==> src/rtl/coproc_scheduler.sv <==
// Coprocessor issue/completion scheduler for the 16-bit pipelined CPU.
// Issues FPU and crypto operations from Decode, buffers their results,
// shares the register-file write port with Writeback and keeps a
// per-register scoreboard used to stall Decode on hazards.
module coproc_scheduler #(
    parameter int unsigned NREG = 8,
    parameter int unsigned DW   = 16
) (
    input  logic                     clk,
    input  logic                     rst,
    input  logic                     dec_valid,
    input  logic                     dec_is_cp,
    input  logic                     dec_unit,
    input  logic [$clog2(NREG)-1:0]  dec_rd,
    input  logic [$clog2(NREG)-1:0]  dec_rs1,
    input  logic [$clog2(NREG)-1:0]  dec_rs2,
    input  logic                     dec_uses_rs2,
    input  logic [DW-1:0]            dec_op_a,
    input  logic [DW-1:0]            dec_op_b,
    input  logic [2:0]               dec_funct3,
    input  logic                     stall_in,
    input  logic                     RegwriteW,
    input  logic [$clog2(NREG)-1:0]  RdW,
    input  logic [DW-1:0]            ResultW,
    output logic                     stallD,
    output logic                     fpu_start,
    output logic                     crypto_start,
    output logic [DW-1:0]            cp_op_a,
    output logic [DW-1:0]            cp_op_b,
    output logic [2:0]               cp_funct3,
    input  logic                     fpu_done,
    input  logic [DW-1:0]            fpu_result,
    input  logic                     crypto_done,
    input  logic [DW-1:0]            crypto_result,
    output logic                     rf_wr_en,
    output logic [$clog2(NREG)-1:0]  rf_wr_addr,
    output logic [DW-1:0]            rf_wr_data,
    output logic                     cp_busy
);

    localparam int unsigned RW = $clog2(NREG);

    typedef enum logic [1:0] {
        ST_IDLE,
        ST_BUSY,
        ST_HOLD
    } unit_state_t;

    unit_state_t       r_fpu_st, w_fpu_st_nxt;
    unit_state_t       r_cry_st, w_cry_st_nxt;
    logic [NREG-1:0]   r_pend, w_pend_nxt;
    logic [RW-1:0]     r_fpu_tag, r_cry_tag;
    logic [DW-1:0]     r_fpu_buf, r_cry_buf;
    logic              r_rr;          // 0: FPU wins next tie, 1: crypto
    logic              r_fpu_start, r_cry_start;
    logic [DW-1:0]     r_op_a, r_op_b;
    logic [2:0]        r_funct3;

    logic w_haz, w_tgt_busy, w_ustall, w_stall;
    logic w_issue, w_issue_fpu, w_issue_cry;
    logic w_fpu_hold, w_cry_hold, w_drain_fpu, w_drain_cry;

    assign w_haz       = dec_valid & (r_pend[dec_rs1] | (dec_uses_rs2 & r_pend[dec_rs2]) | r_pend[dec_rd]);
    assign w_tgt_busy  = dec_unit ? (r_cry_st != ST_IDLE) : (r_fpu_st != ST_IDLE);
    assign w_ustall    = dec_valid & dec_is_cp & w_tgt_busy;
    assign w_stall     = w_haz | w_ustall;
    assign w_issue     = dec_valid & dec_is_cp & ~w_stall & ~stall_in;
    assign w_issue_fpu = w_issue & ~dec_unit;
    assign w_issue_cry = w_issue & dec_unit;
    assign w_fpu_hold  = (r_fpu_st == ST_HOLD);
    assign w_cry_hold  = (r_cry_st == ST_HOLD);

    assign stallD       = rst & w_stall;
    assign fpu_start    = rst & r_fpu_start;
    assign crypto_start = rst & r_cry_start;
    assign cp_op_a      = r_op_a;
    assign cp_op_b      = r_op_b;
    assign cp_funct3    = r_funct3;
    assign cp_busy      = (r_fpu_st != ST_IDLE) | (r_cry_st != ST_IDLE);

    // Choose which held buffer drains; Writeback always takes the port first
    always_comb begin
        w_drain_fpu = 1'b0;
        w_drain_cry = 1'b0;
        if (!RegwriteW) begin
            if (w_fpu_hold && w_cry_hold) begin
                w_drain_fpu = ~r_rr;
                w_drain_cry = r_rr;
            end else begin
                w_drain_fpu = w_fpu_hold;
                w_drain_cry = w_cry_hold;
            end
        end
    end

    // Register-file write port mux, suppressed while in reset
    always_comb begin
        rf_wr_en   = 1'b0;
        rf_wr_addr = '0;
        rf_wr_data = '0;
        if (RegwriteW) begin
            rf_wr_en   = 1'b1;
            rf_wr_addr = RdW;
            rf_wr_data = ResultW;
        end else if (w_drain_fpu) begin
            rf_wr_en   = 1'b1;
            rf_wr_addr = r_fpu_tag;
            rf_wr_data = r_fpu_buf;
        end else if (w_drain_cry) begin
            rf_wr_en   = 1'b1;
            rf_wr_addr = r_cry_tag;
            rf_wr_data = r_cry_buf;
        end
        if (!rst) begin
            rf_wr_en = 1'b0;
        end
    end

    // Scoreboard update: clear on drain, set on issue (never the same register)
    always_comb begin
        w_pend_nxt = r_pend;
        if (w_drain_fpu) w_pend_nxt[r_fpu_tag] = 1'b0;
        if (w_drain_cry) w_pend_nxt[r_cry_tag] = 1'b0;
        if (w_issue)     w_pend_nxt[dec_rd]    = 1'b1;
    end

    // FPU unit next-state
    always_comb begin
        w_fpu_st_nxt = r_fpu_st;
        case (r_fpu_st)
            ST_IDLE: if (w_issue_fpu) w_fpu_st_nxt = ST_BUSY;
            ST_BUSY: if (fpu_done)    w_fpu_st_nxt = ST_HOLD;
            ST_HOLD: if (w_drain_fpu) w_fpu_st_nxt = ST_IDLE;
            default: w_fpu_st_nxt = ST_IDLE;
        endcase
    end

    // Crypto unit next-state
    always_comb begin
        w_cry_st_nxt = r_cry_st;
        case (r_cry_st)
            ST_IDLE: if (w_issue_cry) w_cry_st_nxt = ST_BUSY;
            ST_BUSY: if (crypto_done) w_cry_st_nxt = ST_HOLD;
            ST_HOLD: if (w_drain_cry) w_cry_st_nxt = ST_IDLE;
            default: w_cry_st_nxt = ST_IDLE;
        endcase
    end

    // Unit state registers
    always_ff @(posedge clk or negedge rst) begin
        if (!rst) begin
            r_fpu_st <= ST_IDLE;
            r_cry_st <= ST_IDLE;
        end else begin
            r_fpu_st <= w_fpu_st_nxt;
            r_cry_st <= w_cry_st_nxt;
        end
    end

    // Issue latches, result buffers, scoreboard and arbitration pointer
    always_ff @(posedge clk or negedge rst) begin
        if (!rst) begin
            r_pend      <= '0;
            r_fpu_tag   <= '0;
            r_cry_tag   <= '0;
            r_fpu_buf   <= '0;
            r_cry_buf   <= '0;
            r_rr        <= 1'b0;
            r_fpu_start <= 1'b0;
            r_cry_start <= 1'b0;
            r_op_a      <= '0;
            r_op_b      <= '0;
            r_funct3    <= '0;
        end else begin
            r_pend      <= w_pend_nxt;
            r_fpu_start <= w_issue_fpu;
            r_cry_start <= w_issue_cry;
            if (w_issue) begin
                r_op_a   <= dec_op_a;
                r_op_b   <= dec_op_b;
                r_funct3 <= dec_funct3;
            end
            if (w_issue_fpu) r_fpu_tag <= dec_rd;
            if (w_issue_cry) r_cry_tag <= dec_rd;
            if ((r_fpu_st == ST_BUSY) && fpu_done)    r_fpu_buf <= fpu_result;
            if ((r_cry_st == ST_BUSY) && crypto_done) r_cry_buf <= crypto_result;
            // pointer always points away from the unit that drained last
            if (w_drain_fpu)      r_rr <= 1'b1;
            else if (w_drain_cry) r_rr <= 1'b0;
        end
    end

endmodule
==> config.mk <==
export PLATFORM = sky130hd
export DESIGN_NAME = coproc_scheduler
export DESIGN_NICKNAME = d
export VERILOG_FILES = /design/src/rtl/coproc_scheduler.sv
export SDC_FILE = /design/constraint.sdc
export NUM_CORES = 1
export LEC_CHECK = 0
export CAP_MARGIN = 0
export CORE_AREA = 2 2 97 99
export DETAILED_ROUTE_END_ITERATION = 10
export DIE_AREA = 0 0 99 101
export MAX_ROUTING_LAYER = met4
export PLACE_DENSITY = 0.84
export SYNTH_ARGS = -nofsm -noshare
export SYNTH_HDL_FRONTEND = slang
export SYNTH_SLANG_ARGS = --single-unit
==> constraint.sdc <==
create_clock -name clk -period 4 [get_ports clk]
set_input_delay 0.8 -clock clk [delete_from_list [all_inputs] [get_ports clk]]
set_output_delay 0.8 -clock clk [all_outputs]
set_load 0.005 [all_outputs]
* Word-level counts from Yosys, hierarchy flattened
Index checks and enable logic that the tools add are counted.
Word-level totals: bits in registers 88, word-level logic and storage cells 108
Cells by class: order comparisons 8, eq/ne operators 10, multiplexer cells 40, bitwise gates (word level) 24, reductions and logical operators 13
Operator list (count):
- 16-bit two-way mux | 3
- 8-bit two-way mux | 3
- 3-bit by 4-bit less-than comparator with 1-bit output, second input constant | 5
- 1-bit two-way mux | 17
- 8-bit bitwise AND | 2
- 8-bit inverter | 2
- 2-bit two-way mux | 6
- 2-bit one-hot mux with 3 select lines | 2
- 1-bit bitwise AND | 11
- 1-bit binary-select mux with 3-bit select | 3
- 1-bit demux with 3-bit select | 3
- 3-bit by 1-bit >= comparator with 1-bit output, second input constant | 3
- 3-bit two-way mux | 3
- 2-bit inequality test, second input constant | 4
- 8-bit bitwise OR | 1
- 1-bit logical AND | 6
- 3-bit AND reduction | 2
- 2-bit nonzero test | 3
- 2-bit by 1-bit equality test with 1-bit output, second input constant | 2
- 2-bit equality test, second input constant | 2
- 2-bit logical NOT | 2
- 2-bit by 1-bit inequality test with 1-bit output, second input constant | 2
- 1-bit inverter | 4
- 1-bit bitwise OR | 4

* Logic depth before layout (Yosys ltp)
depth in word-level cells 13, depth in mapped cells 7

* Least setup slack after synthesis
Ideal clock, no wire load.
path kind input -> output, from input dec_rs1[2], to output stallD, arrival time 2209 ps, required time 3200 ps, slack 991 ps, cell stages on the path 4, cell sequence mux4_1 > mux2_2 > a2111o_1 > o211a_1
On the way: cells in the longest elaborated chain, start to end 7
Ends and longest elaborated chain:
- start, declared | RTL line 15 | input logic [$clog2(NREG)-1:0] dec_rs1,
- 1-bit binary-select mux with 3-bit select | RTL line 63 | assign w_haz = dec_valid & (r_pend[dec_rs1] | (dec_uses_rs2 & r_pend[dec_rs2]) | r_pend[dec_rd]);
- 1-bit two-way mux (not written as such) | RTL line 63
- 1-bit bitwise OR (2 in series) | RTL line 63
- 1-bit bitwise AND | RTL line 63
- 1-bit bitwise OR | RTL line 66 | assign w_stall = w_haz | w_ustall;
- 1-bit bitwise AND | RTL line 73 | assign stallD = rst & w_stall;
- end, declared | RTL line 25 | output logic stallD,
Every way passes these cells. The select of a mux whose other input is x is not followed.

* Worst setup path after layout
Ends and elaborated chain as after synthesis.

==> metrics <==
Clock Skew=11.71 ps; Fmax achieved=255.8 MHz; EDFF count, synth=0; first-pass GRT wire length=17130 um; Max-Cap Viols=0; CP required=3200 ps; CTS clock-pin slew for the worst setup and hold paths=90 ps; pwr/cell area=573.7 nW/um^2; I/O Pins=164; Reg area=2202 um^2; Avg Inst Size Synth=13.09 um^2; multi-input logic area=1692 um^2; Root Buffer=clkbuf_8; clk_lat worst skew=350 ps; fin util=0.6721; syn nets=416; routed vias=3284; Netlist cell types=46; Slowest cell on crit path=clkdlybuf4s50_1; core area=8977 um^2; Final nets=585; most frequent cells in the layout=161 x clkdlybuf4s50_1, 88 x dfrtp_1, 71 x mux2_2; P_leak=2.647 nW; final WL=10860 um; Least-Margin Pin Slew=941.0 ps; setup tns final=0 ps; DRT iter0 DRCs=140; delay-heaviest family, CP=buffers and inverters; Yosys warning count=0; hold buffer count at cts=0; die area=9999 um^2; WP buf/inv=2; die width=99 um; Area Overhead vs Synth=48.19%; Worst VDD drop=0.2982 mV; Fillers=689; post-synthesis sequential area ratio=0.5409; ANT nets after route=0; DP Area=5847 um^2; Fin. Hold Viols=0; initial antenna violation count=0; clk buf depth=2; PortBufs=163; Placer Congestion=0.8687; die height=101 um; Synth Instances=311; # DRC=0; worst-path fanout max=2; status=complete, no violations; flop and latch count out of synthesis=88; # setup viols final=0; vias in the first global route=3508; Setup Crit Path Kind=primary input to output pin; wire per inst=18.22 um; top_reg_cell synth=dfrtp_1; Vias/cell=5.510; Setup Buffers After CTS=0; all-layer global routing usage=0.2248; Detail Placement HPWL=8127 um; Worst setup SP type=primary input; arrival time worst endpoint=3110 ps; largest net degree at the start of global routing=47; Rows=35; crit path capture type=output pin; H-tree level count=3; most common cell after layout, fill and taps aside=clkdlybuf4s50_1; global route overflow=0; clock period minus worst slack=3909 ps; Max-slew headroom=0.3708; Starting Density=0.4535; layout cells sized above 1=0.2268; Layout Cell Area excl Fill=6033 um^2; # diodes=0; RSZ-0062 raised after global routing=no; CTS tree=built; most used cell, CP=clkdlybuf4s50_1; worst-path cell chain=clkdlybuf4s50_1 > mux4_2 > mux2_2 > a2111o_1 > o211a_1 > clkdlybuf4s50_1; CTS Sinks=88; ys async rst share=1.000; first-pass detailed-route iteration total=7; Mapped Area=4071 um^2; CP max stage delay=520 ps; crit share post-route=0.9771; max-slew violations=0; cts bufs inserted=9; HP Class=primary input to asynchronous set/reset pin; Resized Gates After CTS=0
-- layer usage --
layer	up-vias	global-route usage	share of wire
met3	25	0.04716	0.060
met1	1629	0.2577	0.38
met2	131	0.3929	0.53
met5	-	-	0
met4	0	0.07692	0.026
li1	1499	-	-
-- cells in the mapped netlist, types with 3 or more instances --
library cell   n  area, um^2
buf_4          4       30.03
mux2i_1        4       40.04
nand2_1       13       48.80
mux2_2        71       799.5
o221ai_1       6       52.55
nor2_1         6       22.52
nand2b_1       5       31.28
mux2_1         4       45.04
o21ai_0        4       20.02
a222oi_1      18       180.2
a21oi_1        4       20.02
clkbuf_1       8       30.03
nor2b_1        3       18.77
nand3b_1       5       37.54
dfrtp_1       88        2202
o31ai_1        6       45.04
inv_1         24       90.09
or2_2          3       18.77
-- final timing paths --
| kind | startpoint | end | slack [ps] | cells after the start |
|---|---|---|---|---|
| min | rst | r_fpu_buf[4]$_DFFE_PN0P_ | 240 | 1 |
| max in group asynchronous | rst | cp_op_a[13]$_DFFE_PN0N_ | 2980 | 2 |
| max | dec_rs1[2] | stallD | 90 | 6 |
| min in group clk | cp_op_b[8]$_DFFE_PN0N_ | cp_op_b[8]$_DFFE_PN0N_ | 500 | 1 |
| min reg2reg | cp_op_b[8]$_DFFE_PN0N_ | cp_op_b[8]$_DFFE_PN0N_ | 500 | 1 |
| max reg2reg | r_pend[7]$_DFF_PN0_ | r_fpu_tag[1]$_DFFE_PN0P_ | 1660 | 6 |
-- flip-flops by register name, summed over array words and instances, names as in the netlist --
register / flops
cp_funct3: 3
r_cry_st: 2
r_fpu_start: 1
r_cry_tag: 3
r_fpu_tag: 3
r_pend: 8
r_fpu_buf: 16
cp_op_a: 16
r_rr: 1
r_cry_buf: 16
cp_op_b: 16
r_fpu_st: 2
r_cry_start: 1
-- per-stage QoR --
step                instances  setup slack [ps]  total power [mW]  hold slack (ps)
floorplan                 311             990.8             2.116            458.8
global placement          580             72.84             2.843            475.6
detailed placement        580             41.27             2.900            479.9
CTS                       596             32.42             3.491            236.3
global route              596             34.71             3.664            235.7
finish                    596             91.42             3.461            244.7
-- report_power, final --
group / internal [mW] / total, mW / switching, mW
registers: 1.29 / 1.56 / 0.270
clock network: 0.263 / 0.582 / 0.320
logic: 0.877 / 1.32 / 0.444
total: 2.43 / 3.46 / 1.03
-- worst register-to-register path: stages, from the launching register on --
cell and delay [ps]:
dfrtp_1 450, mux4_2 510, mux2_2 270, a2111o_1 320, buf_4 170, nor2_4 160, mux2_2 350
-- final cells by class --
class,count,share of cell area
Sequential cell,88,0.3650
Timing Repair Buffer,173,0.2849
Multi-Input combinational cell,184,0.2804
Clock buffer,11,0.02509
Tap cell,111,0.02302
Inverter,24,0.01493
Clock inverter,5,0.006636
-- cell families (layout without fill, tap and decap cells) --
kind of cell           count (synthesis)  after routing  synth area share
DFF                                   88             88            0.5409
muxes                                 82             82            0.2357
AOI/OAI and AO/OA                     51             51            0.1066
and+or+nand+nor                       51             51           0.07376
buffers and inverters                 39            213           0.04302
Note: power is estimated with default switching activity, not from simulation.
